[src/rtl/timer.sv]
// timer: bus-mapped DIV/TIMA/TMA/TAC timer with TIMA overflow reload and one-clock irq
// Ports: clk, reset (sync, active-high); t_cycle/mem_addr/mem_enable/mem_write/mem_data_in bus inputs;
// mem_data_out (0xFF when unselected), mem_selected, irq_timer.
// Optional: define TIMER_TAC_GLITCH_EN to let a TAC write that drops the tick signal increment TIMA.
module timer #(
  parameter logic [15:0] BASE_ADDR = 16'hFF04
) (
  input  logic        clk,
  input  logic        reset,
  input  logic [1:0]  t_cycle,
  input  logic [15:0] mem_addr,
  input  logic        mem_enable,
  input  logic        mem_write,
  input  logic [7:0]  mem_data_in,
  output logic [7:0]  mem_data_out,
  output logic        mem_selected,
  output logic        irq_timer
);
  logic [15:0] sys_counter;
  logic [7:0]  tima, tma;
  logic [2:0]  tac;
  logic [1:0]  delay;
  logic        reload_pending, edge_prev;
  logic        wr, wr_div, wr_tima, wr_tma, wr_tac;
  logic        tick_old, tick_new, tick_sig, prev_next, inc, reload;
  function automatic logic tick_of(input logic [15:0] c, input logic [2:0] t);
    return t[2] & (t[1] ? (t[0] ? c[7] : c[5]) : (t[0] ? c[3] : c[9]));
  endfunction
  assign mem_selected = mem_enable && mem_addr[15:2] == BASE_ADDR[15:2];
  assign wr      = mem_selected && mem_write && t_cycle == 2'd3;
  assign wr_div  = wr && mem_addr[1:0] == 2'd0;
  assign wr_tima = wr && mem_addr[1:0] == 2'd1;
  assign wr_tma  = wr && mem_addr[1:0] == 2'd2;
  assign wr_tac  = wr && mem_addr[1:0] == 2'd3;
  assign tick_old = tick_of(sys_counter, tac);
  assign tick_new = tick_of(sys_counter, mem_data_in[2:0]);
`ifdef TIMER_TAC_GLITCH_EN
  assign tick_sig  = wr_tac ? tick_new : tick_old;
  assign prev_next = tick_sig;
`else
  assign tick_sig  = tick_old;
  assign prev_next = wr_tac ? tick_new : tick_old;
`endif
  assign inc    = edge_prev & ~tick_sig;
  assign reload = reload_pending && delay == 2'd0;
  always_comb
    mem_data_out = !mem_selected ? 8'hFF :
                   mem_addr[1:0] == 2'd0 ? sys_counter[15:8] :
                   mem_addr[1:0] == 2'd1 ? tima :
                   mem_addr[1:0] == 2'd2 ? tma : {5'b11111, tac};
  always_ff @(posedge clk) begin
    if (reset) begin
      sys_counter    <= '0;
      tima           <= '0;
      tma            <= '0;
      tac            <= '0;
      delay          <= '0;
      reload_pending <= 1'b0;
      edge_prev      <= 1'b0;
      irq_timer      <= 1'b0;
    end else begin
      sys_counter <= wr_div ? 16'd0 : sys_counter + 16'd1;
      edge_prev   <= prev_next;
      irq_timer   <= reload && !wr_tima;
      tma         <= wr_tma ? mem_data_in : tma;
      tac         <= wr_tac ? mem_data_in[2:0] : tac;
      if (wr_tima) begin
        tima           <= mem_data_in;
        reload_pending <= 1'b0;
      end else if (reload) begin
        tima           <= wr_tma ? mem_data_in : tma;
        reload_pending <= 1'b0;
      end else if (reload_pending) begin
        delay <= delay - 2'd1;
      end else if (inc) begin
        tima           <= tima + 8'd1;
        reload_pending <= &tima;
        delay          <= 2'd3;
      end
    end
  end
endmodule

[config.mk]
export PLATFORM = sky130hd
export DESIGN_NAME = timer
export DESIGN_NICKNAME = d
export VERILOG_FILES = /design/src/rtl/timer.sv
export SDC_FILE = /design/constraint.sdc
export NUM_CORES = 1
export LEC_CHECK = 0
export CAP_MARGIN = 0
export CORE_MARGIN = 2
export CORE_UTILIZATION = 49
export CTS_BUF_LIST = sky130_fd_sc_hd__clkbuf_2
export DETAILED_ROUTE_END_ITERATION = 8
export HOLD_SLACK_MARGIN = 0.02
export PLACE_DENSITY_LB_ADDON = 0.1
export SYNTH_ARGS = -nofsm -noshare
export SYNTH_HDL_FRONTEND = slang
export SYNTH_SLANG_ARGS = --single-unit
[constraint.sdc]
create_clock -name clk -period 2.1 [get_ports clk]
set_clock_uncertainty 0.05 [all_clocks]
set_input_delay 0.42 -clock clk [delete_from_list [all_inputs] [get_ports clk]]
set_output_delay 0.42 -clock clk [all_outputs]
set_load 0.1 [all_outputs]
# [Yosys cells after proc, flatten, opt, wreduce, memory -nomap -nowiden]
# Cells that the tools add are included.
[word_totals] ff_bits=40 latchBits=0 ramBits=0 mem_bits_ro=0 inputBits=30 memories=0
[op_classes] addsub=3 n_mul=0 n_div=0 magnitude_cmp=0 n_eq_ne=6 shift=0 mux=20 n_bitwise=6 n_reduce_logical=19
[op_table] operator="two-way mux 8 bit" n=9
[op_table] operator="adder 16 x 1 -> 16 bit, second input constant" n=1
[op_table] operator="== test 14 bit, second input constant" n=1
[op_table] operator="logical AND 1 bit" n=9
[op_table] operator="two-way mux 1 bit" n=9
[op_table] operator="adder 8 x 1 -> 8 bit, second input constant" n=1
[op_table] operator="AND reduction 8 bit" n=1
[op_table] operator="== test 2 bit, second input constant" n=3
[op_table] operator="logical NOT 2 bit" n=2
[op_table] operator="two-way mux 2 bit" n=2
[op_table] operator="AND 1 bit" n=3
[op_table] operator="!= test 3 x 1 -> 1 bit, second input constant" n=1
[op_table] operator="NOT 1 bit" n=3
[op_table] operator="AND reduction 3 bit" n=1
[op_table] operator="nonzero test 3 bit" n=1
[op_table] operator="OR reduction 3 bit" n=1
[op_table] operator="== test 2 x 1 -> 1 bit, second input constant" n=1
[op_table] operator="AND reduction 2 bit" n=1
[op_table] operator="nonzero test 2 bit" n=1
[op_table] operator="OR reduction 2 bit" n=1
[op_table] operator="subtractor 2 x 1 -> 2 bit, second input constant" n=1
[op_table] operator="logical NOT 1 bit" n=1

# [Longest topological paths before layout]
[depth] ltp_word=9 mapped_depth=7 depth_no_buf=7

# [Worst setup path after synthesis]
# Ideal clock, no wire load.
[synth_timing] kind="in2out" startpoint="in mem_addr[3]" endpoint="out mem_data_out[3]" arrival_time_ns=2.309 slack_ns=-0.679 cell_stages=5 path_cell_list="nor4b_1 -> nand4_1 -> inv_1 -> buf_2 -> nand2_1"
[synth_via] elab_chain_len=3
[synth_rtl] element="start, declared" line="11" source="input logic [15:0] mem_addr,"
[synth_rtl] element="== test 14 bit" line="29" source="assign mem_selected = mem_enable && mem_addr[15:2] == BASE_ADDR[15:2];"
[synth_rtl] element="logical AND 1 bit" line="29"
[synth_rtl] element="net mem_selected" line="16" source="output logic mem_selected,"
[synth_rtl] element="two-way mux 8 bit" line="47" source="mem_data_out = !mem_selected ? 8'hFF :"
[synth_rtl] element="end, declared" line="15" source="output logic [7:0] mem_data_out,"
# The timed path passes the listed nets, and every way through them passes these cells.

# [Final worst setup path]
[layout_timing] startpoint="in mem_addr[0]" endpoint="out mem_data_out[4]"
[layout_via] elab_chain_len=5 elab_cells_between_ends=7 classes_between="eq/ne (2); mux (4); reduce/logical (1)"
[layout_rtl] element="== test 2 bit" line="50" source="mem_addr[1:0] == 2'd2 ? tma : {5'b11111, tac};"
[layout_rtl] element="two-way mux 8 bit" line="50"
[layout_rtl] element="two-way mux 8 bit" line="49" source="mem_addr[1:0] == 2'd1 ? tima :"
[layout_rtl] element="two-way mux 8 bit *" line="48" source="mem_addr[1:0] == 2'd0 ? sys_counter[15:8] :"
[layout_rtl] element="two-way mux 8 bit *" line="47"
# Every way passes the cells marked *; elsewhere a longest branch is shown, timed or not.

==> impl.org <==
** Run status
- Outcome :: finished clean

** Clocking
- TritonCTS built the clock tree.
- Clock buffer depth :: 2
- Number of buffers added to fix hold violations after cts :: 0
- The later pin in the worst-skew pair is clocked with a latency of roughly 400 ps.
- The H-tree was split into 2 levels.
- After clock tree synthesis, the clock-pin slew on the worst setup and hold paths is between 150 and 200 ps.
- The root buffer cell chosen for the clock tree is clkbuf_2.
- Counting every sink on the clock net gives 40.
- Buffers inserted during clock tree synthesis total 5.

** Finish
- Relative to the synthesized area, the layout overhead comes to 46.5%.
- Cells with a size suffix above 1 make up between 30% and 40% of the layout.
- Commonest non-fill, non-tap cell in the layout :: buf_4
- Most frequent cells in the layout :: buf_4 (39), dfxtp_1 (32), nor2_1 (29)
- Ant diodes :: 0
- For this run, the post-layout net count is roughly 380.

** Routing
- Drt via density :: 5.89
- Signal routing reaches up to met4.
- Total routed wire length on the met1 layer :: between 2000 and 3000 µm
- Summed over all layers, the routed wires come to 6270 µm.
- Number of search-and-repair iterations in the first detailed-routing pass :: 4
- For this block, the via count after detailed routing is roughly 2300.
- Detailed routing placed a total of between 400 and 500 µm of wire on met3.
- Antenna Nets Post-Route :: 0
- Routed wire per std cell :: between 15 and 20 µm
- DRC violations left :: 0
- The detailed router finished its first iteration with 165 violations.
- In the detailed route, the total length drawn on met2 is 3000 µm.

** Floorplan
- Starting density of the core :: between 50% and 60%
- Row generation in the floorplan step produced 24 rows.
- Die ar. :: ~5300 µm²
- After floorplanning, the core was sized to cover 4440 µm².
- 40 I/O pins were placed.
- Height of the chip :: ~73 µm
- Horiz. Die Dim :: 72.6 µm

** Global routing
- Vias in the first global route :: roughly 2500
- Maximum number of pins on one net before global-route repair :: 17
- Global-route wire length before repair :: 10900 µm
- The number of antenna violations at the first check in global routing is 0.
- Global route total overflow :: 0
- GRT Util Overall :: a little over a quarter

** Timing
- Setup slack on the critical path of the routed design comes to 9.72 ps.
- Dividing the final minimum period by the clock period gives ~100%.
- Number of setup violations in the final report :: 0
- Minimum clock period after layout :: roughly 2100 ps
- Static timing analysis puts the maximum clock frequency at between 400 and 500 MHz.
- At the pin with the least slew margin, the transition time is around 550 ps.
- Headroom to the max-slew limit came out at 63.1%.
- Count of final hold-check violations :: 0
- Post-Route Hold Slack :: 376 ps
- Number of slew-limit violations in the final report :: 0
- In the final timing run, aggregate negative setup slack is 0 ps.
- RSZ-0062 raised after global routing :: true

** Place
- In this run the tool buffered the top-level ports with 39 buffer cells.
- Post-Place Worst Slack :: -486 ps
- HPWL Detailed :: ~4500 µm
- Routability Congestion :: around 0.91

** Critical path
- STA classifies the critical path endpoint as an output port.
- Type of origin of the critical path :: input pin
- The critical path in this run is classified as in2out.
- Data arrival at the endpoint of the critical path :: between 1500 and 2000 ps
- Largest driver fanout on the critical path :: 5
- For the worst setup path, the data required time is 1630 ps.

** Synth
- After synthesis, flip-flops and latches occupy 34.7% of the total area.
- Synth cell types :: 58
- Yosys mapped a number of flops with a built-in enable equal to 0.
- Mean instance size in the synthesized netlist :: just under 9 µm²
- The cell count after synthesis came out at between 200 and 300.
- Number of warnings printed during yosys synthesis :: 0
- Fraction of synthesized cell area taken by the top area cell type :: between 30% and 40%
- Post-synth net total :: 297
- In the synthesized netlist the dominant register cell turns out to be dfxtp_1.
- Async set-reset flop share out of synthesis :: 0%
- The biggest area contributor in the post-synthesis netlist is dfxtp_1.
- Register bit count reported by yosys :: 40
- In the post-synthesis netlist, the biggest area contributors are dfxtp_1 (35%), nor2_1 (4.7%), nand2_1 (4.1%), mux4_2 (3.9%), mux2i_1 (3.5%).
- The cell area that synthesis handed to floorplanning was ~2300 µm².

** Power
- In this run the power density over the cells is approximately 380 nW/µm².
- IR analysis of the VDD net gives a maximum drop of between 0.3 and 0.4 mV.
- Cell leakage power :: approximately 0.0013 µW

** Run
- Max-cap violations in this run came to 0.

** Min path
- The min-delay analysis places its worst path in the category in2reg.
==> worst paths after layout <==
check	depth (start not counted)	slack, ps	endpoint	from
setup reg to reg	4	210	sys_counter[12]	sys_counter[3]
hold reg to reg	2	430	delay[1]	delay[1]
setup / recovery	7	10	mem_data_out[4]	mem_addr[0]
hold / removal	5	380	tma[0]	mem_addr[5]
==> critical path, cell delays in order <==
cell and delay [ps]:
clkdlybuf4s15_1 220, buf_6 140, mux2_2 340, o22ai_2 150
buf_6 140, nand2_8 40, buf_12 160
==> per-stage QoR <==
| step | instances | power (µW) | utilization, % | instance area, µm² |
|---|---|---|---|---|
| 3_3_place_gp | 376 | 941 | 70.7 | 3140 |
| 3_5_place_dp | 376 | 943 | 70.7 | 3140 |
| 5_1_grt | 397 | 1330 | 76.0 | 3380 |
| 6_report | 397 | 1270 | 76.0 | 3380 |
| 2_1_floorplan | 264 | 846 | - | 2420 |
| 4_1_cts | 395 | 1280 | 75.0 | 3330 |
==> registers in the layout (all words and copies together) (netlist names) <==
name	cells
sys_counter	16
tima	8
tma	8
tac	3
delay	2
edge_prev	1
irq_timer	1
reload_pending	1
==> cell families (layout without fill, tap and decap cells) <==
kind of cell	after synthesis	count (layout)	share of synthesized area, %
multiplexers	17	17	9.83
adder cells (fa/ha/maj)	3	3	1.63
buffers and inverters	16	97	3.64
XOR/XNOR	17	17	6.46
AO/OA/AOI/OAI	51	51	16.3
flip-flops	40	40	34.7
AND/OR/NAND/NOR	120	120	27.4
==> routing by layer <==
metal | vias up | global-route usage [%]
met5 | - | 0
met4 | 0 | 10.7
met3 | 19 | 4.56
met2 | 108 | 44.7
met1 | 1080 | 33.5
li1 | 1131 | -
==> cell usage after synthesis (3+ instances only) <==
library cell,instances
dfxtp_1,40
nor2_1,29
nand2_1,25
nand3_1,15
nor3_1,11
xor2_1,9
a21oi_1,8
mux2i_1,8
nand4_1,8
o22ai_1,8
xnor2_1,8
a211oi_1,6
inv_1,6
and3_1,5
clkbuf_1,5
mux2_2,5
nand2b_1,5
mux4_2,4
o21ai_0,4
a21boi_0,3
ha_1,3
nor2b_1,3
or3_1,3
==> layout make-up <==
cell class                      instances  area (µm²)
Multi-Input combinational cell        208        1590
Fill cell                             318        1070
Timing Repair Buffer                   83         837
Sequential cell                        40         816
Tap cell                               52        65.1
Clock buffer                            6        30.0
Inverter                                6        22.5
Clock inverter                          2        11.3
==> repair_timing <==
| action | 4_1_cts | 5_1_grt |
|---|---|---|
| resized for setup | 55 | 21 |
| setup buffers | 9 | 5 |
| pin swaps | 4 | 5 |
| setup endpoints to repair | 15 | 20 |
| cloned | 2 | 0 |
==> power by group <==
| group | total, µW | switching, µW | internal (µW) |
|---|---|---|---|
| registers | 767 | 4.57 | 762 |
| clock network | 334 | 251 | 83.1 |
| logic | 169 | 74.1 | 95.0 |
| total | 1270 | 330 | 940 |
Note: power is estimated with default switching activity, not from simulation.
